$ cat src/rtl/reg_dump_sequencer_if.sv
// Debug dump bus: control/status, register-bank debug port and the byte stream to the transmitter.
interface reg_dump_sequencer_if #(
  parameter int NB_DATA = 32,
  parameter int NB_REG  = 5,
  parameter int NB_BYTE = 8
);
  logic               i_start;
  logic               i_abort;
  logic               o_br_enable;
  logic [NB_REG-1:0]  o_br_addr;
  logic [NB_DATA-1:0] i_reg_data;
  logic [NB_BYTE-1:0] o_tx_data;
  logic               o_tx_valid;
  logic               i_tx_ready;
  logic               o_busy;
  logic               o_done;

  modport master (
    output i_start, i_abort, i_reg_data, i_tx_ready,
    input  o_br_enable, o_br_addr, o_tx_data, o_tx_valid, o_busy, o_done
  );

  modport slave (
    input  i_start, i_abort, i_reg_data, i_tx_ready,
    output o_br_enable, o_br_addr, o_tx_data, o_tx_valid, o_busy, o_done
  );
endinterface

$ cat src/rtl/reg_dump_sequencer.sv
// Walks the register bank debug port and streams each word MSB-byte first over valid/ready.
// 6 cycles per register at full rate; a stalled byte holds data, index and byte count until accepted.
module reg_dump_sequencer #(
  parameter int NB_DATA = 32,
  parameter int NB_REG  = 5,
  parameter int N_REGS  = 32,
  parameter int NB_BYTE = 8
) (
  input  logic                  i_clock,
  input  logic                  i_reset,
  reg_dump_sequencer_if.slave   bus
);
  localparam int N_BYTES = NB_DATA / NB_BYTE;
  localparam int NB_CNT  = (N_BYTES > 1) ? $clog2(N_BYTES) : 1;

  localparam logic [NB_REG-1:0] LAST_IDX  = NB_REG'(N_REGS - 1);
  localparam logic [NB_CNT-1:0] LAST_BYTE = NB_CNT'(N_BYTES - 1);

  localparam logic [2:0] ST_IDLE    = 3'd0;
  localparam logic [2:0] ST_SELECT  = 3'd1;
  localparam logic [2:0] ST_CAPTURE = 3'd2;
  localparam logic [2:0] ST_SEND    = 3'd3;
  localparam logic [2:0] ST_DONE    = 3'd4;

  logic [2:0]         state;
  logic [NB_REG-1:0]  index;
  logic [NB_CNT-1:0]  byte_cnt;
  logic [NB_DATA-1:0] word;
  logic [NB_DATA-1:0] word_sh;
  logic               xfer;

  assign xfer    = (state == ST_SEND) && bus.i_tx_ready;
  assign word_sh = word << (NB_BYTE * byte_cnt);

  always_ff @(posedge i_clock or negedge i_reset) begin
    if (!i_reset) begin
      state    <= ST_IDLE;
      index    <= '0;
      byte_cnt <= '0;
      word     <= '0;
    end else if (bus.i_abort) begin
      // Abort wins over start in IDLE and over a concurrent transfer elsewhere.
      state <= ST_IDLE;
    end else begin
      case (state)
        ST_IDLE: begin
          if (bus.i_start) begin
            state    <= ST_SELECT;
            index    <= '0;
            byte_cnt <= '0;
          end
        end
        ST_SELECT:  state <= ST_CAPTURE;
        ST_CAPTURE: begin
          word  <= bus.i_reg_data;
          state <= ST_SEND;
        end
        ST_SEND: begin
          if (xfer) begin
            if (byte_cnt == LAST_BYTE) begin
              byte_cnt <= '0;
              // Terminal compare before incrementing keeps index from wrapping.
              if (index == LAST_IDX) begin
                state <= ST_DONE;
              end else begin
                index <= index + 1'b1;
                state <= ST_SELECT;
              end
            end else begin
              byte_cnt <= byte_cnt + 1'b1;
            end
          end
        end
        ST_DONE: state <= ST_IDLE;
        default: state <= ST_IDLE;
      endcase
    end
  end

  assign bus.o_br_enable = (state == ST_SELECT) || (state == ST_CAPTURE) || (state == ST_SEND);
  assign bus.o_br_addr   = index;
  assign bus.o_tx_valid  = (state == ST_SEND);
  assign bus.o_tx_data   = (state == ST_SEND) ? word_sh[NB_DATA-1 -: NB_BYTE] : '0;
  assign bus.o_busy      = (state != ST_IDLE);
  assign bus.o_done      = (state == ST_DONE);
endmodule

$ cat src/flat_wrapper.sv
// flat-port wrapper written by rule: the top's interface ports become plain ports
module reg_dump_sequencer_flat 
#(
  parameter int NB_DATA = 32,
  parameter int NB_REG  = 5,
  parameter int N_REGS  = 32,
  parameter int NB_BYTE = 8
)
  (i_clock, i_reset, bus_i_start, bus_i_abort, bus_i_reg_data, bus_i_tx_ready, bus_o_br_enable, bus_o_br_addr, bus_o_tx_data, bus_o_tx_valid, bus_o_busy, bus_o_done);
  reg_dump_sequencer_if #(.NB_DATA(NB_DATA), .NB_REG(NB_REG), .NB_BYTE(NB_BYTE)) bus_i ();
  input  logic i_clock;
  input  logic i_reset;
  input wire logic [$bits(bus_i.i_start)-1:0] bus_i_start;
  input wire logic [$bits(bus_i.i_abort)-1:0] bus_i_abort;
  input wire logic [$bits(bus_i.i_reg_data)-1:0] bus_i_reg_data;
  input wire logic [$bits(bus_i.i_tx_ready)-1:0] bus_i_tx_ready;
  output wire logic [$bits(bus_i.o_br_enable)-1:0] bus_o_br_enable;
  output wire logic [$bits(bus_i.o_br_addr)-1:0] bus_o_br_addr;
  output wire logic [$bits(bus_i.o_tx_data)-1:0] bus_o_tx_data;
  output wire logic [$bits(bus_i.o_tx_valid)-1:0] bus_o_tx_valid;
  output wire logic [$bits(bus_i.o_busy)-1:0] bus_o_busy;
  output wire logic [$bits(bus_i.o_done)-1:0] bus_o_done;
  assign bus_i.i_start = bus_i_start;
  assign bus_i.i_abort = bus_i_abort;
  assign bus_i.i_reg_data = bus_i_reg_data;
  assign bus_i.i_tx_ready = bus_i_tx_ready;
  assign bus_o_br_enable = bus_i.o_br_enable;
  assign bus_o_br_addr = bus_i.o_br_addr;
  assign bus_o_tx_data = bus_i.o_tx_data;
  assign bus_o_tx_valid = bus_i.o_tx_valid;
  assign bus_o_busy = bus_i.o_busy;
  assign bus_o_done = bus_i.o_done;
  reg_dump_sequencer #(.NB_DATA(NB_DATA), .NB_REG(NB_REG), .N_REGS(N_REGS), .NB_BYTE(NB_BYTE)) u_core (.i_clock(i_clock), .i_reset(i_reset), .bus(bus_i));
endmodule
$ cat config.mk
export PLATFORM = sky130hd
export DESIGN_NAME = reg_dump_sequencer_flat
export DESIGN_NICKNAME = d
export VERILOG_FILES = /design/src/rtl/reg_dump_sequencer_if.sv /design/src/rtl/reg_dump_sequencer.sv /design/src/flat_wrapper.sv
export SDC_FILE = /design/constraint.sdc
export NUM_CORES = 1
export LEC_CHECK = 0
export ABC_AREA = 1
export CAP_MARGIN = 20
export CORE_ASPECT_RATIO = 1.5
export CORE_UTILIZATION = 65
export DETAILED_ROUTE_END_ITERATION = 10
export DONT_BUFFER_PORTS = 1
export PLACE_DENSITY = 0.81
export SYNTH_ARGS = -nofsm -noshare
export SYNTH_HDL_FRONTEND = slang
export SYNTH_SLANG_ARGS = --single-unit
$ cat constraint.sdc
create_clock -name i_clock -period 2.5 [get_ports i_clock]
set_input_delay 0.375 -clock i_clock [delete_from_list [all_inputs] [get_ports i_clock]]
set_output_delay 0.375 -clock i_clock [all_outputs]
set_load 0.01 [all_outputs]
### Word level (Yosys, flattened, before mapping)

Cells that the tools add are included.

| storage, ports and cells | value |
|---|---|
| memory bits (read-only) | 0 |
| input port bits | 37 |
| latch bits | 0 |
| memories | 0 |
| bits in writable memories | 0 |
| register bits | 42 |
| output and inout port bits | 17 |

| operators by class | value |
|---|---|
| divide/modulo/power cells | 0 |
| magnitude comparators | 0 |
| reduce and logical (&&, ||, !) cells | 10 |
| multipliers | 0 |
| bitwise logic cells | 1 |
| shifts and indexed selects | 1 |
| multiplexer cells | 16 |
| add/sub/neg operators | 2 |
| equality and inequality tests | 13 |

Operators by type and width:

| operator | count |
|---|---|
| 32-bit by 5-bit left shift with 32-bit output | 1 |
| 5-bit 2-to-1 mux | 4 |
| 3-bit 2-to-1 mux | 5 |
| 3-bit case mux with 4 select lines | 1 |
| 5-bit case mux with 2 select lines | 1 |
| 8-bit 2-to-1 mux | 1 |
| 3-bit by 2-bit equality test with 1-bit output (second input constant) | 2 |
| 2-bit 2-to-1 mux | 3 |
| 3-bit by 2-bit != test with 1-bit output (second input constant) | 2 |
| 6-bit AND reduction | 1 |
| 5-bit by 1-bit adder with 5-bit output (second input constant) | 1 |
| 5-bit equality test (second input constant) | 1 |
| 2-bit by 1-bit != test with 1-bit output (second input constant) | 2 |
| 2-bit != test (second input constant) | 2 |
| 2-bit case mux with 2 select lines | 1 |
| 4-bit AND reduction | 1 |
| 3-bit by 1-bit equality test with 1-bit output (second input constant) | 1 |
| 3-bit equality test (second input constant) | 1 |
| 3-bit zero test | 1 |
| 3-bit != test (second input constant) | 1 |
| 3-bit AND reduction | 1 |
| 3-bit nonzero test | 1 |
| 2-bit by 1-bit adder with 2-bit output (second input constant) | 1 |
| 2-bit equality test (second input constant) | 1 |
| 5 further kinds | 6 |

### Longest topological paths before layout

Gate-level depths: netlist (run 1).

| logic depth | value |
|---|---|
| word-level depth | 6 |
| depth in mapped cells | 10 |

### Worst setup path before layout (run 1)

No wires, ideal clock.

| timing path | value |
|---|---|
| kind | register -> output |
| from | register u_core.byte_cnt[0] |
| to | output port bus_o_tx_data[5] |
| required time | 2.125 ns |
| path slack | 0.918 ns |
| arrival | 1.207 ns |
| stages on the path, launching flop included | 6 |
| path buffers | 2 |
| path through | dfrtp_1 -> buf_2 -> inv_2 -> clkbuf_1 -> o21ai_0 -> a21oi_1 |

| between the ends | value |
|---|---|
| cells in the longest elaborated chain, start to end | 2 |

Ends and longest elaborated chain:

| what | line | text |
|---|---|---|
| from (decl) | reg_dump_sequencer.sv:27 | `logic [NB_CNT-1:0] byte_cnt;` |
| from (signal assigned) | reg_dump_sequencer.sv:70 | `byte_cnt <= byte_cnt + 1'b1;` |
| 32-bit by 5-bit left shift with 32-bit output | reg_dump_sequencer.sv:33 | `assign word_sh = word << (NB_BYTE * byte_cnt);` |
| 8-bit 2-to-1 mux | reg_dump_sequencer.sv:83 | `assign bus.o_tx_data = (state == ST_SEND) ? word_sh[NB_DATA-1 -: NB_BYTE] : '0;` |
| to (decl) | flat_wrapper.sv:19 | `output wire logic [$bits(bus_i.o_tx_data)-1:0] bus_o_tx_data;` |

No other way between the ends.

### Worst setup path in the final report (run 1)

| timing path | value |
|---|---|
| from | register u_core.byte_cnt[0] |
| to | output port bus_o_tx_data[7] |

The elaborated chain is that of the path after synthesis.

==> summary.md, run 1 <==
| Metric | Value |
|---|---|
| Yosys cell types | `22` |
| Total I/O pin count | `54` |
| Post-Syn Instances | `~220` |
| Hold depth | `1` |
| Top Metal Used | `met4` |
| Final worst slack | `around 0.41 ns` |
| Starting Density | `a little over two thirds` |
| Fillers | `244` |
| Antenna Nets Post-Route | `0` |
| Worst min-delay path class | `primary input to flop` |
| Fraction of power consumed by combinational cells | `37.0%` |
| RR Endpoint | `u_core.bus.o_br_addr[0]$_DFFE_PN0P_` |
| Post-synth net total | `261` |
| Met3 Routed Length | `246 um` |
| ANT cells | `0` |
| Outcome | `finished, final reports clean` |
| Most common cell after layout, fill and taps aside | `nor2_1` |
| Layout area overhead | `5.14%` |
| R2r setup slk | `0.76 ns` |
| Post-placement cell area | `2230 um^2` |
| GRT Resource Usage Total | `between 20 and 30%` |
| # clock sinks | `between 40 and 50` |
| Mapped Avg Cell Area | `10.1 um^2` |
| Fin Setup TNS | `0 ns` |
| Hold_ws | `0.132 ns` |
| Critical Path AT | `1.72 ns` |
| Psw | `0.921 mW` |
| Layout Skew | `just over 0.008 ns` |
| Max VDD drop | `720 uV` |
| Pleak | `1.20 nW` |
| WHS Endpoint | `u_core.state[2]$_DFFE_PN0P_` |
| WL/cell | `17.5 um` |
| Fin. Hold Viols | `0` |
| Cell Count Post-Placement | `253` |
| Pint | `1.72 mW` |
| Later-pin clock latency in the skew report | `0.30 ns` |
| Max Slew Vio Count | `0` |
| CP Launch Type | `flop` |
| Clock Root Buffer | `clkbuf_8` |
| Sequential share of power | `46.0%` |
| Final min period | `around 2.1 ns` |
| DR vias | `about 1600` |
| H-Tree Depth | `2` |
| Non-Filler Instances | `263` |
| Detailed router's first-iteration violation count | `35` |
| Remaining Overflow, GRT | `0` |
| Die Y | `about 74 um` |
| #FFs+latches synth | `42` |
| Most frequent cells in the layout | `45 x nor2_1, 42 x dfrtp_1, 30 x mux2_4` |
| Synth Warn # | `0` |
| Worst-case clock buffer depth | `2` |
| Crit path capture type | `output pin` |
| Core box area | `3220 um^2` |
| CTS Buf Count | `5` |
| Setup repair after global routing missed its margin | `false` |
| Port Buf Inserts | `0` |
| Final setup fails | `0` |
| Final wirelength | `between 4 and 5 mm` |
| Setup CP Type | `flop to output pin` |
| Critical Path RT | `2.12 ns` |
| Worst Tran Pin Value | `0.586 ns` |
| Post_cts resized | `0` |
| Residual DRC | `0` |
| Die X | `approximately 50 um` |
| Power per Cell Area | `about 1100 nW/um^2` |
| Switching part of the total power | `34.9%` |
| Part of the power in the clock network | `between 10% and 20%` |
| Max_slew headroom | `60.9%` |
| Largest net degree at the start of global routing | `43` |
| Final period util | `83.8%` |
| Final net count | `262` |
| Initial antenna violation count | `0` |
| DR WL met2 | `2.45 mm` |
| Register area share after synthesis | `46.9%` |
| CTS tree | `done` |
| Share of layout cells above drive strength 1 | `approximately a quarter` |
| Final Cell Area | `2360 um^2` |
| Vias in the first global route | `between 1500 and 2000` |
| Min-delay src | `bus_i_abort` |
| Critical R2R Launch | `u_core.byte_cnt[0]$_DFFE_PN0P_` |
| First-pass GRT wire length | `7.48 mm` |
| Worst Path Max Fanout | `19` |
| R2R depth | `8` |
| RD Place Congestion | `0.926` |
| Max cap viols | `0` |
| Post-Syn Area | `between 2000 and 2500 um^2` |
| Clock transition at path regs | `0.08 ns` |
| Met1 wire length | `1.82 mm` |
| Placed wire-length estimate | `3.35 mm` |
| Post-place setup slack | `0.743 ns` |
| Floorplan row count | `25` |
| Max Freq | `477 MHz` |
| Die footprint | `approximately 3700 um^2` |
| Iteration count of the initial detailed-routing pass | `4` |
| Via/cell ratio | `5.95` |
cells in the mapped netlist, drive strengths merged:
cell type / instances / share of area, %
a21oi: 8 / 1.8
buf: 6 / 2.2
clkbuf: 2 / 0.34
clkinv: 1 / 0.17
dfrtp: 42 / 47
ha: 3 / 1.7
inv: 15 / 2.5
mux2: 32 / 21
nand2: 29 / 5.9
nand3: 13 / 2.9
nor2: 51 / 10
nor3b: 1 / 0.34
o211ai: 1 / 0.34
o21ai: 17 / 3.8
how the worst max path moves through the flow:
| stage | start | to | cells after the start |
|---|---|---|---|
| 5_1_grt | u_core.byte_cnt[0]$_DFFE_PN0P_ | bus_o_tx_data[4] | 3 |
| 6_report | u_core.byte_cnt[0]$_DFFE_PN0P_ | bus_o_tx_data[7] | 3 |
| 4_1_cts | u_core.state[2]$_DFFE_PN0P_ | bus_o_tx_data[3] | 3 |
| 2_1_floorplan | u_core.byte_cnt[0]$_DFFE_PN0P_ | bus_o_tx_data[5] | 5 |
| 3_5_place_dp | u_core.state[2]$_DFFE_PN0P_ | bus_o_tx_data[3] | 3 |
| 3_3_place_gp | u_core.byte_cnt[0]$_DFFE_PN0P_ | bus_o_tx_data[0] | 3 |
cell families after synthesis:
kind of cell,share of synthesized area [%]
AND/OR/NAND/NOR,19.2
flip-flops,46.9
multiplexers,21.1
AO/OA/AOI/OAI,5.92
buffers and inverters,5.19
adder cells (fa/ha/maj),1.68
power by group through the flow:
stage                     clock (mW)  sequential [mW]  combinational, mW
after floorplan                    0             1.11              0.878
after global placement             0             1.20              0.913
after detailed placement           0             1.21              0.955
after CTS                      0.463             1.21              0.979
after global routing           0.480             1.24               1.07
final                          0.450             1.21              0.976
flip-flops by register name (all words and copies together), names as in the netlist:
signal / count
u_core.word: 32
u_core.bus.o_br_addr: 5
u_core.state: 3
u_core.byte_cnt: 2
through the flow:
stage / total power [mW] / util, %
finish: 2.64 / 73.1
global route: 2.79 / 73.1
CTS: 2.65 / 73.1
detailed placement: 2.17 / 69.4
global placement: 2.12 / 69.4
floorplan: 1.99 / -
cell type report:
class                           count  area (um^2)  area share (%)
Clock inverter                      1         5.00           0.212
Inverter                           16         60.1            2.55
Timing Repair Buffer                2         30.0            1.27
Tap cell                           40         50.0            2.12
Clock buffer                        7         86.3            3.66
Sequential cell                    42         1050            44.6
Multi-Input combinational cell    155         1070            45.6
what timing repair did:
action                     CTS  global route
buffers inserted             0             0
hold endpoints to repair    42             0
hold buffers                 2             0
setup endpoints to repair    0             0
per-layer routing:
layer	vias to the layer above	track usage, %
li1	721	-
met1	773	31.2
met2	60	49.2
met3	11	7.25
met4	0	13.0
met5	-	0
critical path, cell delays in order, from the launching register on:
cell     delay, ns
dfrtp_1       0.71
inv_2         0.26
o21ai_0       0.29
a21oi_1       0.16
(Power assumes the default switching activity.)
==> inputs of run 2 (changes only) <==
Settings changed: CORE_UTILIZATION 65 to 62, PLACE_DENSITY 0.81 to 0.78.
Clock period 2.5 ns to 2.02 ns, I/O delays scaled along.
==> summary.md, run 2 (same netlist as run 1, synthesis figures left out) <==
| Metric | Value |
|---|---|
| Outcome | `finished, final reports clean` |
| Starting Density | `65.6% (-3.9 points)` |
| Max Slew Vio Count | `0 (unchanged)` |
| Critical Path RT | `1.72 ns (-0.40 ns)` |
| Layout Skew | `0.00855 ns (+0.000478 ns)` |
| Non-Filler Instances | `265 (+0.76%)` |
| Later-pin clock latency in the skew report | `0.30 ns (about the same)` |
| RR Endpoint | `u_core.bus.o_br_addr[4]$_DFFE_PN0P_` |
| Post-CTS setup buffer count | `0 (unchanged)` |
| Die X | `51.1 um (+2.3%)` |
| CP peak stage delay | `0.55 ns (-0.16 ns)` |
| CP top delay family | `flip-flops` |
| WL/cell | `17.2 um (-2.0%)` |
| Hold depth | `1 (unchanged)` |
| Clock transition at path regs | `0.08 ns (about the same)` |
| Largest net degree at the start of global routing | `43 (unchanged)` |
| Worst Path Max Fanout | `11 (-8)` |
| Layout area overhead | `5.70%` |
| Most common cell after layout, fill and taps aside | `nor2_1` |
| Final net count | `262 (unchanged)` |
| WHS Endpoint | `u_core.state[2]$_DFFE_PN0P_` |
| Iteration count of the initial detailed-routing pass | `4 (unchanged)` |
| ANT cells | `0 (unchanged)` |
| CP Cell Sequence | `inv_1, nor2_1, o21ai_1, a21oi_1` |
| Worst Tran Pin Value | `0.580 ns (-0.00651 ns)` |
| Final setup fails | `0 (unchanged)` |
| Max Freq | `533 MHz` |
| RD Place Congestion | `0.922 (-0.41%)` |
| Total I/O pin count | `54 (unchanged)` |
| Setup repair after global routing missed its margin | `false` |
| Via/cell ratio | `5.77 (-3.0%)` |
| Placed wire-length estimate | `3.30 mm (-1.5%)` |
| Max_slew headroom | `61.3% (+0.43 points)` |
| Worst-case clock buffer depth | `2 (unchanged)` |
| Core box area | `3420 um^2 (+6.0%)` |
| Clock Root Buffer | `clkbuf_8` |
| GRT Resource Usage Total | `25.7% (-2.2 points)` |
| Post-placement cell area | `2240 um^2 (+0.11%)` |
| Remaining Overflow, GRT | `0 (unchanged)` |
| DR vias | `1529 (-2.3%)` |
| Post-place setup slack | `0.282 ns (-0.460 ns)` |
| Residual DRC | `0 (unchanged)` |
| CTS Buf Count | `5 (unchanged)` |
| R2R depth | `10 (+2)` |
| Final worst slack | `0.144 ns (-0.261 ns)` |
| # clock sinks | `42 (unchanged)` |
| Crit-path slowest cell | `dfrtp_1` |
| Final Cell Area | `2370 um^2 (+0.53%)` |
| Cell Count Post-Placement | `255 (+0.79%)` |
| Initial antenna violation count | `0 (unchanged)` |
| Crit path capture type | `output pin` |
| Final min period | `1.88 ns` |
| R2r setup slk | `0.30 ns (-0.46 ns)` |
| Floorplan row count | `26 (+4.0%)` |
| WP buf/inv | `1 (unchanged)` |
| Power per Cell Area | `1380 nW/um^2 (+23%)` |
| Fin Setup TNS | `0 ns (unchanged)` |
| Detailed router's first-iteration violation count | `42 (+20%)` |
| First-pass GRT wire length | `7.03 mm (-6.0%)` |
| Final wirelength | `4.56 mm (-1.3%)` |
| H-Tree Depth | `2 (unchanged)` |
| Critical Path AT | `1.57 ns (-0.15 ns)` |
| CP Launch Type | `flop` |
| Max cap viols | `0 (unchanged)` |
| Vias in the first global route | `1561 (-6.1%)` |
| Port Buf Inserts | `0 (unchanged)` |
| CTS tree | `done` |
| Min-delay src | `bus_i_abort` |
| Most frequent cells in the layout | `45 x nor2_1, 41 x dfrtp_1, 30 x mux2_4` |
| Antenna Nets Post-Route | `0 (unchanged)` |
| Fin. Hold Viols | `0 (unchanged)` |
| Max reg flops | `32 (unchanged)` |
| Setup CP Type | `flop to output pin` |
| Final core utilization | `69.3% (-3.8 points)` |
| Worst min-delay path class | `primary input to flop` |
| Pleak | `1.20 nW (-0.11%)` |
| Max VDD drop | `1000 uV (+39%)` |
| Final period util | `92.9%` |
| Die footprint | `3860 um^2 (+4.7%)` |
| Die Y | `75.6 um (+2.3%)` |
| Critical R2R Launch | `u_core.bus.o_br_addr[0]$_DFFE_PN0P_` |
| Biggest register | `u_core.word` |
| Share of layout cells above drive strength 1 | `25.6% (+1.3 points)` |
| CP startpoint | `u_core.byte_cnt[1]$_DFFE_PN0P_` |
## run 2: cell count changes in the layout (fill, tap and decap cells not counted)
cell,delta
a21oi_1,-1
a21oi_2,+1
dfrtp_1,-1
dfrtp_2,+1
nand3_1,-1
nand3_2,+1
## run 2: area by class of cell
type                            count  area [um^2]
Inverter                           16         60.1
Multi-Input combinational cell    155         1080
Fill cell                         266         1050
Clock buffer                        7         86.3
Clock inverter                      1         5.00
Timing Repair Buffer                2         30.0
Tap cell                           42         52.6
Sequential cell                    42         1050
## run 2: where the power goes
part	internal (mW)	leakage (nW)	switching, mW	total, mW
Combinational	0.652	0.629	0.545	1.20
Sequential	1.20	0.518	0.313	1.51
Clock	0.276	0.0482	0.278	0.554
## run 2: per-stage QoR
stage,hold WS [ns],power (mW)
3_3_place_gp,0.00841,2.62
3_5_place_dp,0.00823,2.67
4_1_cts,0.0540,3.26
2_1_floorplan,0.00741,2.46
6_report,0.0604,3.26
5_1_grt,0.0548,3.46
## run 2: per-layer routing
layer / GRT usage [%] / routed length (um) / part of all wire [%] / vias to the layer above
li1: - / - / - / 726
met1: 26.4 / 1730 / 38 / 750
met2: 47.4 / 2500 / 55 / 45
met3: 7.78 / 237 / 5.2 / 8
met4: 11.7 / 92 / 2.0 / 0
met5: 0 / 0 / 0 / -
## run 2: worst reg2reg max path: stages, from the launching register on
cell and delay [ns]:
dfrtp_1 0.46, ha_1 0.25, nand2_1 0.10, nor2_1 0.06, ha_1 0.19, inv_1 0.06
nor2_1 0.07, nor2_4 0.21, nand2_4 0.09, nand2_1 0.07, nand2_1 0.06
## run 2: worst max path at each step
stage                                          end  slack (ns)  cells after the start
6_report                          bus_o_tx_data[2]        0.14                      4
3_3_place_gp   u_core.bus.o_br_addr[0]$_DFFE_PN0P_        0.40                     10
2_1_floorplan                     bus_o_tx_data[5]        0.51                      5
5_1_grt                           bus_o_tx_data[5]        0.03                      4
4_1_cts                           bus_o_tx_data[3]        0.04                      3
3_5_place_dp   u_core.bus.o_br_addr[4]$_DFFE_PN0P_        0.28                      8
## run 2: repair_timing
item / 4_1_cts / 5_1_grt
setup endpoints to repair: 0 / 8
resized for setup: 0 / 3
hold buffers: 2 / 0
endpoints found under the hold margin: 42 / 0
